### src/rtl/dac_serializer_pkg.sv
// dac_serializer_pkg
//   Shared types and helpers for the DAC serializer slice.
//   - dac_state_e : serializer FSM states (IDLE, LOAD, SHIFT, GAP)
//   - CMD_BITS / FRAME_BITS : command nibble width and default frame width
//   - quantize()  : clamp a biased sample to [0, 2^in_bits-1] and keep the
//                   top dac_bits bits (truncation, no rounding)
package dac_serializer_pkg;

  typedef enum logic [1:0] {
    IDLE  = 2'd0,
    LOAD  = 2'd1,
    SHIFT = 2'd2,
    GAP   = 2'd3
  } dac_state_e;

  localparam int CMD_BITS         = 4;
  localparam int DEFAULT_DAC_BITS = 12;
  localparam int FRAME_BITS       = CMD_BITS + DEFAULT_DAC_BITS;

  // Saturate the 33-bit biased value, then drop the low (in_bits-dac_bits) bits.
  function automatic logic [31:0] quantize(input logic signed [32:0] biased,
                                           input int in_bits,
                                           input int dac_bits);
    logic signed [32:0] limit_s;
    logic        [32:0] clamped_s;
    limit_s = (33'sd1 <<< in_bits) - 33'sd1;
    if (biased < 33'sd0) begin
      clamped_s = 33'd0;
    end else if (biased > limit_s) begin
      clamped_s = limit_s;
    end else begin
      clamped_s = biased;
    end
    quantize = 32'(clamped_s >> (in_bits - dac_bits));
  endfunction

endpackage

### src/rtl/dac_serializer_if.sv
// dac_serializer_if
//   Bundles the sample input side and the DAC/status output side.
//   - sample_in / sample_valid : filter sample and its one-cycle strobe
//   - dac_cs_n / dac_sclk / dac_mosi : SPI-style DAC pins
//   - busy / frame_done / overrun_cnt : status
//   master = sample producer / observer, slave = serializer.
interface dac_serializer_if;
  logic [31:0] sample_in;
  logic        sample_valid;
  logic        dac_cs_n;
  logic        dac_sclk;
  logic        dac_mosi;
  logic        busy;
  logic        frame_done;
  logic [15:0] overrun_cnt;

  modport master (
    output sample_in, sample_valid,
    input  dac_cs_n, dac_sclk, dac_mosi, busy, frame_done, overrun_cnt
  );

  modport slave (
    input  sample_in, sample_valid,
    output dac_cs_n, dac_sclk, dac_mosi, busy, frame_done, overrun_cnt
  );
endinterface

### src/rtl/dac_serializer_quantizer.sv
// sample_quantizer
//   Purely combinational: bias the signed sample by OFFSET, clamp to the
//   unsigned IN_BITS range and truncate to a DAC_BITS code.
//   - sample_in : 32-bit signed filter sample
//   - code      : DAC_BITS-wide DAC code
module sample_quantizer
  import dac_serializer_pkg::*;
#(
  parameter logic [31:0] OFFSET   = 32'h003F_FFFF,
  parameter int          IN_BITS  = 23,
  parameter int          DAC_BITS = 12
) (
  input  logic [31:0]         sample_in,
  output logic [DAC_BITS-1:0] code
);

  logic signed [32:0] biased_s;

  // Sign-extend to 33 bits so the bias addition can never wrap.
  always_comb begin
    biased_s = $signed({sample_in[31], sample_in}) + $signed({1'b0, OFFSET});
    code     = DAC_BITS'(quantize(biased_s, IN_BITS, DAC_BITS));
  end

endmodule

### src/rtl/dac_serializer.sv
// dac_serializer
//   Quantizes filter samples into DAC codes and shifts {CMD, code} frames
//   MSB-first to an SPI-style DAC through a one-entry holding buffer.
//   - clk, rst (async, active low)
//   - bus (slave): sample_in, sample_valid, dac_cs_n, dac_sclk, dac_mosi,
//                  busy, frame_done, overrun_cnt (saturating drop count)
module dac_serializer
  import dac_serializer_pkg::*;
#(
  parameter logic [31:0] OFFSET     = 32'h003F_FFFF,
  parameter int          IN_BITS    = 23,
  parameter int          DAC_BITS   = 12,
  parameter logic [3:0]  CMD        = 4'h3,
  parameter int          SCLK_DIV   = 2,
  parameter int          GAP_CYCLES = 2
) (
  input  logic            clk,
  input  logic            rst,
  dac_serializer_if.slave bus
);

  localparam int FRAME_W = CMD_BITS + DAC_BITS;
  localparam int CNT_W   = 8;
  localparam int BIT_W   = $clog2(FRAME_W + 1);

  dac_state_e           state_r;
  dac_state_e           state_next_s;
  logic [DAC_BITS-1:0]  code_s;
  logic [DAC_BITS-1:0]  hold_r;
  logic                 hold_valid_r;
  logic                 hold_valid_next_s;
  logic [FRAME_W-1:0]   frame_s;
  logic [FRAME_W-2:0]   shift_r;   // bits still to send; MSB already on mosi
  logic [CNT_W-1:0]     div_r;     // sclk divider in SHIFT, gap timer in GAP
  logic [BIT_W-1:0]     bit_r;
  logic                 cs_n_r, sclk_r, mosi_r, busy_r, frame_done_r;
  logic [15:0]          overrun_r;
  logic                 rst_done_r;
  logic                 consume_s, accept_s, drop_s;
  logic                 div_tc_s, last_fall_s, gap_end_s;

  sample_quantizer #(
    .OFFSET   (OFFSET),
    .IN_BITS  (IN_BITS),
    .DAC_BITS (DAC_BITS)
  ) u_quant (
    .sample_in (bus.sample_in),
    .code      (code_s)
  );

  // Hold-buffer handshake, timing events and next-state selection.
  always_comb begin
    frame_s           = {CMD, hold_r};
    consume_s         = (state_r == LOAD);
    accept_s          = bus.sample_valid && rst_done_r && (!hold_valid_r || consume_s);
    drop_s            = bus.sample_valid && rst_done_r && hold_valid_r && !consume_s;
    div_tc_s          = (div_r == CNT_W'(SCLK_DIV - 1));
    last_fall_s       = (state_r == SHIFT) && div_tc_s && sclk_r &&
                        (bit_r == BIT_W'(FRAME_W - 1));
    gap_end_s         = (state_r == GAP) && (div_r == CNT_W'(GAP_CYCLES - 1));
    hold_valid_next_s = hold_valid_r;
    if (accept_s) begin
      hold_valid_next_s = 1'b1;
    end else if (consume_s) begin
      hold_valid_next_s = 1'b0;
    end else begin
      hold_valid_next_s = hold_valid_r;
    end
    state_next_s = state_r;
    case (state_r)
      IDLE: begin
        if (hold_valid_r) begin
          state_next_s = LOAD;
        end else begin
          state_next_s = IDLE;
        end
      end
      LOAD: state_next_s = SHIFT;
      SHIFT: begin
        if (last_fall_s) begin
          state_next_s = GAP;
        end else begin
          state_next_s = SHIFT;
        end
      end
      GAP: begin
        if (gap_end_s && hold_valid_r) begin
          state_next_s = LOAD;
        end else if (gap_end_s) begin
          state_next_s = IDLE;
        end else begin
          state_next_s = GAP;
        end
      end
      default: state_next_s = IDLE;
    endcase
  end

  // FSM state register.
  always_ff @(posedge clk or negedge rst) begin
    if (!rst) begin
      state_r <= IDLE;
    end else begin
      state_r <= state_next_s;
    end
  end

  // Holding buffer, overrun counter and the strobe mask for the release cycle.
  always_ff @(posedge clk or negedge rst) begin
    if (!rst) begin
      hold_r       <= '0;
      hold_valid_r <= 1'b0;
      overrun_r    <= 16'd0;
      rst_done_r   <= 1'b0;
    end else begin
      rst_done_r   <= 1'b1;
      hold_valid_r <= hold_valid_next_s;
      if (accept_s) begin
        hold_r <= code_s;
      end
      if (drop_s && (overrun_r != 16'hFFFF)) begin
        overrun_r <= overrun_r + 16'd1;
      end
    end
  end

  // Serial datapath: divider, sclk, shifter, chip select and status flags.
  always_ff @(posedge clk or negedge rst) begin
    if (!rst) begin
      shift_r      <= '0;
      div_r        <= '0;
      bit_r        <= '0;
      cs_n_r       <= 1'b1;
      sclk_r       <= 1'b0;
      mosi_r       <= 1'b0;
      busy_r       <= 1'b0;
      frame_done_r <= 1'b0;
    end else begin
      busy_r       <= (state_next_s != IDLE) || hold_valid_next_s;
      frame_done_r <= last_fall_s;
      case (state_r)
        IDLE: begin
          cs_n_r <= 1'b1;
          sclk_r <= 1'b0;
          div_r  <= '0;
          bit_r  <= '0;
        end
        LOAD: begin
          shift_r <= frame_s[FRAME_W-2:0];
          mosi_r  <= frame_s[FRAME_W-1];
          cs_n_r  <= 1'b0;
          sclk_r  <= 1'b0;
          div_r   <= '0;
          bit_r   <= '0;
        end
        SHIFT: begin
          if (div_tc_s) begin
            div_r  <= '0;
            sclk_r <= ~sclk_r;
            // Data advances only on the 1->0 sclk transition.
            if (sclk_r) begin
              shift_r <= {shift_r[FRAME_W-3:0], 1'b0};
              mosi_r  <= shift_r[FRAME_W-2];
              bit_r   <= bit_r + BIT_W'(1);
              if (last_fall_s) begin
                cs_n_r <= 1'b1;
              end
            end
          end else begin
            div_r <= div_r + CNT_W'(1);
          end
        end
        GAP: begin
          cs_n_r <= 1'b1;
          sclk_r <= 1'b0;
          div_r  <= gap_end_s ? CNT_W'(0) : div_r + CNT_W'(1);
        end
        default: begin
          cs_n_r <= 1'b1;
          sclk_r <= 1'b0;
          div_r  <= '0;
          bit_r  <= '0;
        end
      endcase
    end
  end

  assign bus.dac_cs_n    = cs_n_r;
  assign bus.dac_sclk    = sclk_r;
  assign bus.dac_mosi    = mosi_r;
  assign bus.busy        = busy_r;
  assign bus.frame_done  = frame_done_r;
  assign bus.overrun_cnt = overrun_r;

endmodule

### src/flat_wrapper.sv
// flat-port wrapper written by rule: the top's interface ports become plain ports
module dac_serializer_flat import dac_serializer_pkg::*;
#(
  parameter logic [31:0] OFFSET     = 32'h003F_FFFF,
  parameter int          IN_BITS    = 23,
  parameter int          DAC_BITS   = 12,
  parameter logic [3:0]  CMD        = 4'h3,
  parameter int          SCLK_DIV   = 2,
  parameter int          GAP_CYCLES = 2
)
  (clk, rst, bus_sample_in, bus_sample_valid, bus_dac_cs_n, bus_dac_sclk, bus_dac_mosi, bus_busy, bus_frame_done, bus_overrun_cnt);
  dac_serializer_if bus_i ();
  input  logic clk;
  input  logic rst;
  input wire logic [$bits(bus_i.sample_in)-1:0] bus_sample_in;
  input wire logic [$bits(bus_i.sample_valid)-1:0] bus_sample_valid;
  output wire logic [$bits(bus_i.dac_cs_n)-1:0] bus_dac_cs_n;
  output wire logic [$bits(bus_i.dac_sclk)-1:0] bus_dac_sclk;
  output wire logic [$bits(bus_i.dac_mosi)-1:0] bus_dac_mosi;
  output wire logic [$bits(bus_i.busy)-1:0] bus_busy;
  output wire logic [$bits(bus_i.frame_done)-1:0] bus_frame_done;
  output wire logic [$bits(bus_i.overrun_cnt)-1:0] bus_overrun_cnt;
  assign bus_i.sample_in = bus_sample_in;
  assign bus_i.sample_valid = bus_sample_valid;
  assign bus_dac_cs_n = bus_i.dac_cs_n;
  assign bus_dac_sclk = bus_i.dac_sclk;
  assign bus_dac_mosi = bus_i.dac_mosi;
  assign bus_busy = bus_i.busy;
  assign bus_frame_done = bus_i.frame_done;
  assign bus_overrun_cnt = bus_i.overrun_cnt;
  dac_serializer #(.OFFSET(OFFSET), .IN_BITS(IN_BITS), .DAC_BITS(DAC_BITS), .CMD(CMD), .SCLK_DIV(SCLK_DIV), .GAP_CYCLES(GAP_CYCLES)) u_core (.clk(clk), .rst(rst), .bus(bus_i));
endmodule
### config.mk
export PLATFORM = sky130hd
export DESIGN_NAME = dac_serializer_flat
export DESIGN_NICKNAME = d
export VERILOG_FILES = /design/src/rtl/dac_serializer_pkg.sv /design/src/rtl/dac_serializer_if.sv /design/src/rtl/dac_serializer_quantizer.sv /design/src/rtl/dac_serializer.sv /design/src/flat_wrapper.sv
export SDC_FILE = /design/constraint.sdc
export NUM_CORES = 1
export LEC_CHECK = 0
export ABC_CLOCK_PERIOD_IN_PS = 3800
export CAP_MARGIN = 20
export CORE_UTILIZATION = 40
export CTS_BUF_LIST = sky130_fd_sc_hd__clkbuf_16
export DETAILED_ROUTE_END_ITERATION = 7
export PLACE_DENSITY = 0.71
export SYNTH_ARGS = -nofsm -noshare
export SYNTH_HDL_FRONTEND = slang
export SYNTH_SLANG_ARGS = --single-unit
### constraint.sdc
create_clock -name clk -period 3.8 [get_ports clk]
set_input_delay 0.76 -clock clk [delete_from_list [all_inputs] [get_ports clk]]
set_output_delay 0.76 -clock clk [all_outputs]
set_load 0.005 [all_outputs]
==> results of run 1 <==
[registers in the layout (all words and copies together), names as in the netlist]
register                count
u_core.div_r                8
u_core.hold_valid_r         1
u_core.bus.dac_mosi         1
u_core.hold_r              12
u_core.rst_done_r           1
u_core.bus.dac_sclk         1
u_core.state_r              2
u_core.bit_r                5
u_core.shift_r             15
u_core.bus.frame_done       1
u_core.bus.overrun_cnt     16
u_core.bus.busy             1
u_core.bus.dac_cs_n         1
[layout make-up]
| type | instances | area [um^2] | area share |
|---|---|---|---|
| clock inverter | 7 | 85.08 | 0.01977 |
| timing repair buffer | 60 | 583.1 | 0.1355 |
| sequential | 65 | 1628 | 0.3783 |
| multi-input combinational | 250 | 1624 | 0.3774 |
| clock buffer | 9 | 225.2 | 0.05234 |
| inverter | 8 | 30.03 | 0.006979 |
| tap | 102 | 127.6 | 0.02966 |
[logic make-up after synthesis]
family	after synthesis	share of synthesized area
other	1	0.001125
xor gates and xnor gates	35	0.09193
DFF	65	0.4882
adders and majority gates	6	0.02251
buffers and inverters	19	0.02476
AOI/OAI and AO/OA	65	0.1246
and+or+nand+nor	130	0.2075
muxes	13	0.03940
[power breakdown]
| part | switching, mW | internal [mW] | total (mW) |
|---|---|---|---|
| registers | 0.0517 | 0.751 | 0.803 |
| logic | 0.0957 | 0.136 | 0.231 |
| clock network | 0.284 | 0.566 | 0.850 |
[critical path, delay by kind of cell]
| kind | cells | cell delay [ns] |
|---|---|---|
| AOI/OAI and AO/OA | 3 | 0.73 |
| buffers and inverters | 2 | 0.60 |
| and+or+nand+nor | 3 | 0.98 |
[path summary, 6_finish.rpt]
| path | depth (start not counted) | startpoint | endpoint |
|---|---|---|---|
| setup / recovery | 8 | bus_sample_in[4] | u_core.hold_r[2]$_DFFE_PN0P_ |
| hold / removal | 2 | u_core.shift_r[8]$_DFFE_PN0P_ | u_core.shift_r[8]$_DFFE_PN0P_ |
| setup reg to reg | 8 | u_core.div_r[1]$_DFF_PN0_ | u_core.bit_r[3]$_DFFE_PN0P_ |
| hold reg to reg | 2 | u_core.shift_r[8]$_DFFE_PN0P_ | u_core.shift_r[8]$_DFFE_PN0P_ |
| max in group asynchronous | 2 | rst | u_core.hold_r[5]$_DFFE_PN0P_ |
| min in group asynchronous | 1 | rst | u_core.bus.dac_sclk$_DFFE_PN0P_ |
[cell usage in the layout (no fill, tap or decap), types with 3 or more instances in the layout]
master,count
sky130_fd_sc_hd__nand2_1,37
sky130_fd_sc_hd__nand3_1,17
sky130_fd_sc_hd__xnor2_1,25
sky130_fd_sc_hd__a31oi_1,15
sky130_fd_sc_hd__inv_1,8
sky130_fd_sc_hd__nand2b_1,3
sky130_fd_sc_hd__and3_1,3
sky130_fd_sc_hd__nor2_1,28
sky130_fd_sc_hd__mux2i_1,12
sky130_fd_sc_hd__xor2_1,10
sky130_fd_sc_hd__o21ai_0,26
sky130_fd_sc_hd__and4_1,4
sky130_fd_sc_hd__buf_4,5
sky130_fd_sc_hd__nor3_1,9
sky130_fd_sc_hd__clkdlybuf4s50_1,54
sky130_fd_sc_hd__nor4_1,4
sky130_fd_sc_hd__ha_1,6
sky130_fd_sc_hd__a21oi_1,7
sky130_fd_sc_hd__dfrtp_1,64
sky130_fd_sc_hd__clkbuf_16,9
sky130_fd_sc_hd__nand4_1,5
sky130_fd_sc_hd__nor2b_1,3
[metrics by stage]
step	cells	setup WS [ns]	area, um^2	util
after detailed placement	485	0.5816	3993	0.5062
after global routing	501	0.7675	4303	0.5455
after global placement	485	0.6222	3993	0.5062
after CTS	501	0.9203	4303	0.5455
after floorplan	334	1.156	3334	-
final	501	0.9257	4303	0.5455
[per-layer routing]
layer  GRT usage  share of wire  vias to the layer above
li1            -              -                     1312
met1      0.2134           0.47                     1237
met2      0.2825           0.47                       66
met3     0.03577          0.042                       11
met4     0.08974          0.022                        0
met5           0              0                        -
==> out/qor.txt, run 1 <==
Via count of the first global-routing pass - 2653
Drt total wl - 6694 um
Post-synth top cells - 64 x sky130_fd_sc_hd__dfrtp_1, 37 x sky130_fd_sc_hd__nand2_1, 28 x sky130_fd_sc_hd__nor2_1, 26 x sky130_fd_sc_hd__o21ai_0, 25 x sky130_fd_sc_hd__xnor2_1
Detailed-route wire length per cell - 13.36 um
Total of hold buffers inserted after clock tree synthesis - 0
Post_cts resized - 0
Part of the Yosys area used for sequential elements - 0.4882
Number of buffers between clock root and the deepest sink - 2
Setup crit end kind - flip-flop
Post-synthesis cell type count - 54
Number of remaining DRC errors - 0
Die area - 8705 um^2
Grt total ovfl - 0
Number of levels the H-tree was split into - 3
Antenna Cells - 0
Worst setup path category - input pin to flip-flop
Yosys Warn Count - 0
Hold WS - 0.4855 ns
Count of buffers added by post-CTS timing repair for setup - 0
Core box area - 7888 um^2
Vertical extent of the die - 93.30 um
Final-layout fill cell count - 694
Critical path launch point type - input pin
DR vias - 2626
Achievable frequency - 0.3479 GHz
Count of flip-flops with a built-in enable after synthesis - 0
Cell Chain, Critical Path - clkdlybuf4s50_1, nor4_1, and4_1, nand2_1, a311o_1, a211oi_2, buf_4, a31oi_1
Worst Tran Pin Value - 0.8668 ns
Layout overhead on the synthesized area - 29.04%
Number of synthesized register bits - 65
Power per cell area - 438.0 nW/um^2
Latest clock arrival within the worst-skew pair - 0.33 ns
Headroom to the max-slew limit - 0.4172
CP max FO - 12
1st-pass router iterations - 4
Gr usage total - 0.1722
Accumulated negative setup slack - 0 ns
CP Data Arrival Time - 3.07 ns
Number of antenna violations at the first check in global routing - 0
Reg-to-reg slack, setup - 1.35 ns
Average footprint of a synthesized cell - 9.983 um^2
Max stage delay on crit path - 0.42 ns
Number of clock buffers inserted by TritonCTS - 9
Library cell occupying the most area in the post-synthesis netlist - sky130_fd_sc_hd__dfrtp_1
Clock-pin transition on the worst setup and hold timing paths - 0.05 ns
Count leader, synth - sky130_fd_sc_hd__dfrtp_1
Setup repair after global routing missed its margin - false
Post-synthesis cell count - 334
Post-Route Skew - 0.004825 ns
Number of max-cap violations - 0
Count of standard-cell rows - 32
Starting Density - 0.4227
IO Port Bufs - 55
Number of nets in the finished design - 435
Hold Crit Class - flip-flop to flip-flop
Cell types with the largest area share after synthesis - sky130_fd_sc_hd__dfrtp_1 48%, sky130_fd_sc_hd__xnor2_1 6.6%, sky130_fd_sc_hd__nand2_1 4.2%, sky130_fd_sc_hd__o21ai_0 3.9%, sky130_fd_sc_hd__mux2i_1 3.6%
Peak supply drop - 0.2040 mV
Share of the synthesized area in the top cell type - 0.4803
Largest net degree at the start of global routing - 40
Post-route antenna net violation count - 0
Final weighted congestion in routability-driven placement - 0.8846
Share of async-settable or async-resettable flops after synthesis - 1.000
Final Max Tran Viols - 0
Final critical-path required period - 2.874 ns
Clock tree from TritonCTS - done
Final Hold Vio Count - 0
Ratio of routed vias to standard cells - 5.242
Primary flip-flop cell chosen by synthesis mapping - sky130_fd_sc_hd__dfrtp_1
Root Driver - sky130_fd_sc_hd__clkbuf_16
Post-route total power - 1.884 mW
Number of DRC markers after the initial detailed-route iteration - 85
Share of final-layout standard cells stronger than drive strength 1 - 0.08271
Post-synthesis cell area - 3334 um^2
Outcome - finished, final reports clean
Master of the slowest instance on the critical path - sky130_fd_sc_hd__nor4_1
Syn nets - 375
Required time of the critical path - 4.00 ns
Final Cycle Share - 0.7564
Half-perimeter wire length after placement - 4897 um
Width of the chip - 93.30 um
Io pins - 56
Wire length of the first global-routing pass - 11760 um
Setup violators final - 0
Number of sinks on the clock net - 65
Total leakage power - 1.727 nW
Power figures use the tool's default switching activity.
==> inputs of run 2 (changes only) <==
Settings changed: ABC_CLOCK_PERIOD_IN_PS 3800 to 2720.
Clock period 3.8 ns to 2.72 ns, I/O delays scaled along.
==> run 2 against run 1 <==
  * Setup slack got worse by 0.75 ns
  * Highest routed layer unchanged
  * Die area unchanged
  * Clock skew about the same
  * Core utilization is 1.9 points higher
  * Sequential share of layout area is 1.3 points lower
  * Register-to-register slack worse by 1.0 ns
  * Critical path depth is the same
  * Critical path type unchanged
  * Largest power group is now registers
  * Largest cell class unchanged
  * Power grew 35%
==> out/qor.txt, run 2 (synthesized netlist as in run 1, its figures left out) <==
Master of the slowest instance on the critical path - sky130_fd_sc_hd__or4_1
Number of sinks on the clock net - 65
Final-layout fill cell count - 696
CP max FO - 12
Grt total ovfl - 0
Critical path launch point type - input pin
Reg power frac - 0.442
Highest-count cells in the layout ignoring fill and taps - 64 x sky130_fd_sc_hd__dfrtp_1, 54 x sky130_fd_sc_hd__clkdlybuf4s50_1, 37 x sky130_fd_sc_hd__nand2_1
Total leakage power - 1.839 nW
IO Port Bufs - 55
Number of levels the H-tree was split into - 3
Number of antenna violations at the first check in global routing - 0
Setup crit end kind - flip-flop
Register area - 1628 um^2
Starting Density - 0.4227
Final critical-path required period - 2.540 ns
Worst Tran Pin Value - 0.8396 ns
Latest clock arrival within the worst-skew pair - 0.33 ns
Post-Route Skew - 0.005257 ns
Root Driver - sky130_fd_sc_hd__clkbuf_16
Width of the chip - 93.30 um
Detailed-route wire length per cell - 12.99 um
Final weighted congestion in routability-driven placement - 0.8904
Half-perimeter wire length after placement - 5146 um
Wire length of the first global-routing pass - 11750 um
Largest net degree at the start of global routing - 27
Hold WS - 0.1945 ns
Final Hold Vio Count - 0
Final Core Density - 0.5644
Final Max Tran Viols - 0
Gr usage total - 0.1739
Net switching fraction of the power - 0.2383
Most frequent standard cell in the layout excluding fill and tap cells - sky130_fd_sc_hd__dfrtp_1
Count of standard-cell rows - 32
Power per cell area - 572.5 nW/um^2
Multi-input gate area in the final layout - 1624 um^2
Count of buffers added by post-CTS timing repair for setup - 0
Cell area after placement - 4173 um^2
Post-route total power - 2.549 mW
Headroom to the max-slew limit - 0.4355
Number of buffers between clock root and the deepest sink - 2
Ratio of routed vias to standard cells - 5.250
Clock-pin transition on the worst setup and hold timing paths - 0.05 ns
Core box area - 7888 um^2
Outcome - finished, final reports clean
Max stage delay on crit path - 0.43 ns
Number of DRC markers after the initial detailed-route iteration - 139
Required time of the critical path - 2.92 ns
Cell area after layout - 4452 um^2
Post_cts resized - 0
Share of final-layout standard cells stronger than drive strength 1 - 0.1277
Number of max-cap violations - 0
Number of standard cells in the final layout excluding fillers - 525
Worst setup path category - input pin to flip-flop
Antenna Cells - 0
Number of nets in the finished design - 459
DR vias - 2756
Via count of the first global-routing pass - 2606
Share of total power in combinational logic - 0.133
1st-pass router iterations - 4
Drt total wl - 6821 um
Hold Crit Class - input pin to asynchronous set/reset pin
Post-route antenna net violation count - 0
Final Cycle Share - 0.9340
Reg-to-reg slack, setup - 0.34 ns
Setup repair after global routing missed its margin - false
Largest register FFs - 16
Achievable frequency - 0.3936 GHz
Number of remaining DRC errors - 0
Peak supply drop - 0.3557 mV
Vertical extent of the die - 93.30 um
Clock Power Share - 0.424
Cell Chain, Critical Path - clkdlybuf4s50_1, or3_4, nor4_4, nand3_2, or4_1, a211oi_2, buf_4, a31oi_1
Total internal power - 1.941 mW
Total of hold buffers inserted after clock tree synthesis - 0
Number of clock buffers inserted by TritonCTS - 9
Layout overhead on the synthesized area - 33.51%
Die area - 8705 um^2
Io pins - 56
DP Cell Count - 509
CP Data Arrival Time - 2.74 ns
Clock tree from TritonCTS - done
Setup violators final - 0
Net Switching - 0.6072 mW
==> run 2: cell types whose count changed in the layout (fill, tap and decap cells not counted) <==
cell | before | now
sky130_fd_sc_hd__bufinv_16 | 2 | 1
sky130_fd_sc_hd__buf_4 | 5 | 29
sky130_fd_sc_hd__inv_1 | 8 | 10
sky130_fd_sc_hd__clkinv_1 | 2 | 3
sky130_fd_sc_hd__clkinvlp_4 | 1 | 0
sky130_fd_sc_hd__clkinv_2 | 2 | 1
==> run 2: critical path: cells and delay by family <==
family,cells,cell delay (ns)
and+or+nand+nor,4,1.23
AOI/OAI and AO/OA,2,0.34
buffers and inverters,2,0.62
==> run 2: metrics by stage <==
stage	TNS, ns	setup slack [ns]
after floorplan	0	0.2916
after global placement	-0.9162	-0.07820
after detailed placement	-1.900	-0.1808
after CTS	0	0.1680
after global routing	0	0.01086
final	0	0.1795
==> run 2: power groups by stage <==
stage | Sequential [mW] | Clock [mW] | Combinational, mW
after floorplan | 1.13 | 0 | 0.132
after CTS | 1.13 | 1.11 | 0.345
after detailed placement | 1.14 | 0 | 0.344
after global placement | 1.13 | 0 | 0.334
after global routing | 1.14 | 1.14 | 0.380
final | 1.13 | 1.08 | 0.340
==> run 2: final cells by class <==
type | count | area share
Tap cell | 102 | 0.02867
Clock inverter | 7 | 0.01209
Sequential cell | 65 | 0.3657
Clock buffer | 9 | 0.05059
Multi-Input combinational cell | 250 | 0.3648
Timing Repair Buffer | 84 | 0.1714
Inverter | 8 | 0.006745
==> run 2: path summary, 6_finish.rpt <==
path,from,endpoint,depth (start not counted)
max,bus_sample_in[15],u_core.hold_r[8]$_DFFE_PN0P_,8
min,rst,u_core.bit_r[4]$_DFFE_PN0P_,1
max reg2reg,u_core.div_r[1]$_DFF_PN0_,u_core.bus.busy$_DFF_PN0_,9
min reg2reg,u_core.bus.overrun_cnt[11]$_DFFE_PN0P_,u_core.bus.overrun_cnt[11]$_DFFE_PN0P_,1
max in group asynchronous,rst,u_core.div_r[1]$_DFF_PN0_,2
min in group clk,u_core.bus.overrun_cnt[11]$_DFFE_PN0P_,u_core.bus.overrun_cnt[11]$_DFFE_PN0P_,1
==> run 2: layer usage <==
metal	share of wire	GRT usage	vias to the layer above
met5	0	0	-
met4	0.022	0.08462	0
met3	0.050	0.03902	13
met2	0.46	0.2727	86
met1	0.47	0.2269	1290
li1	-	-	1367
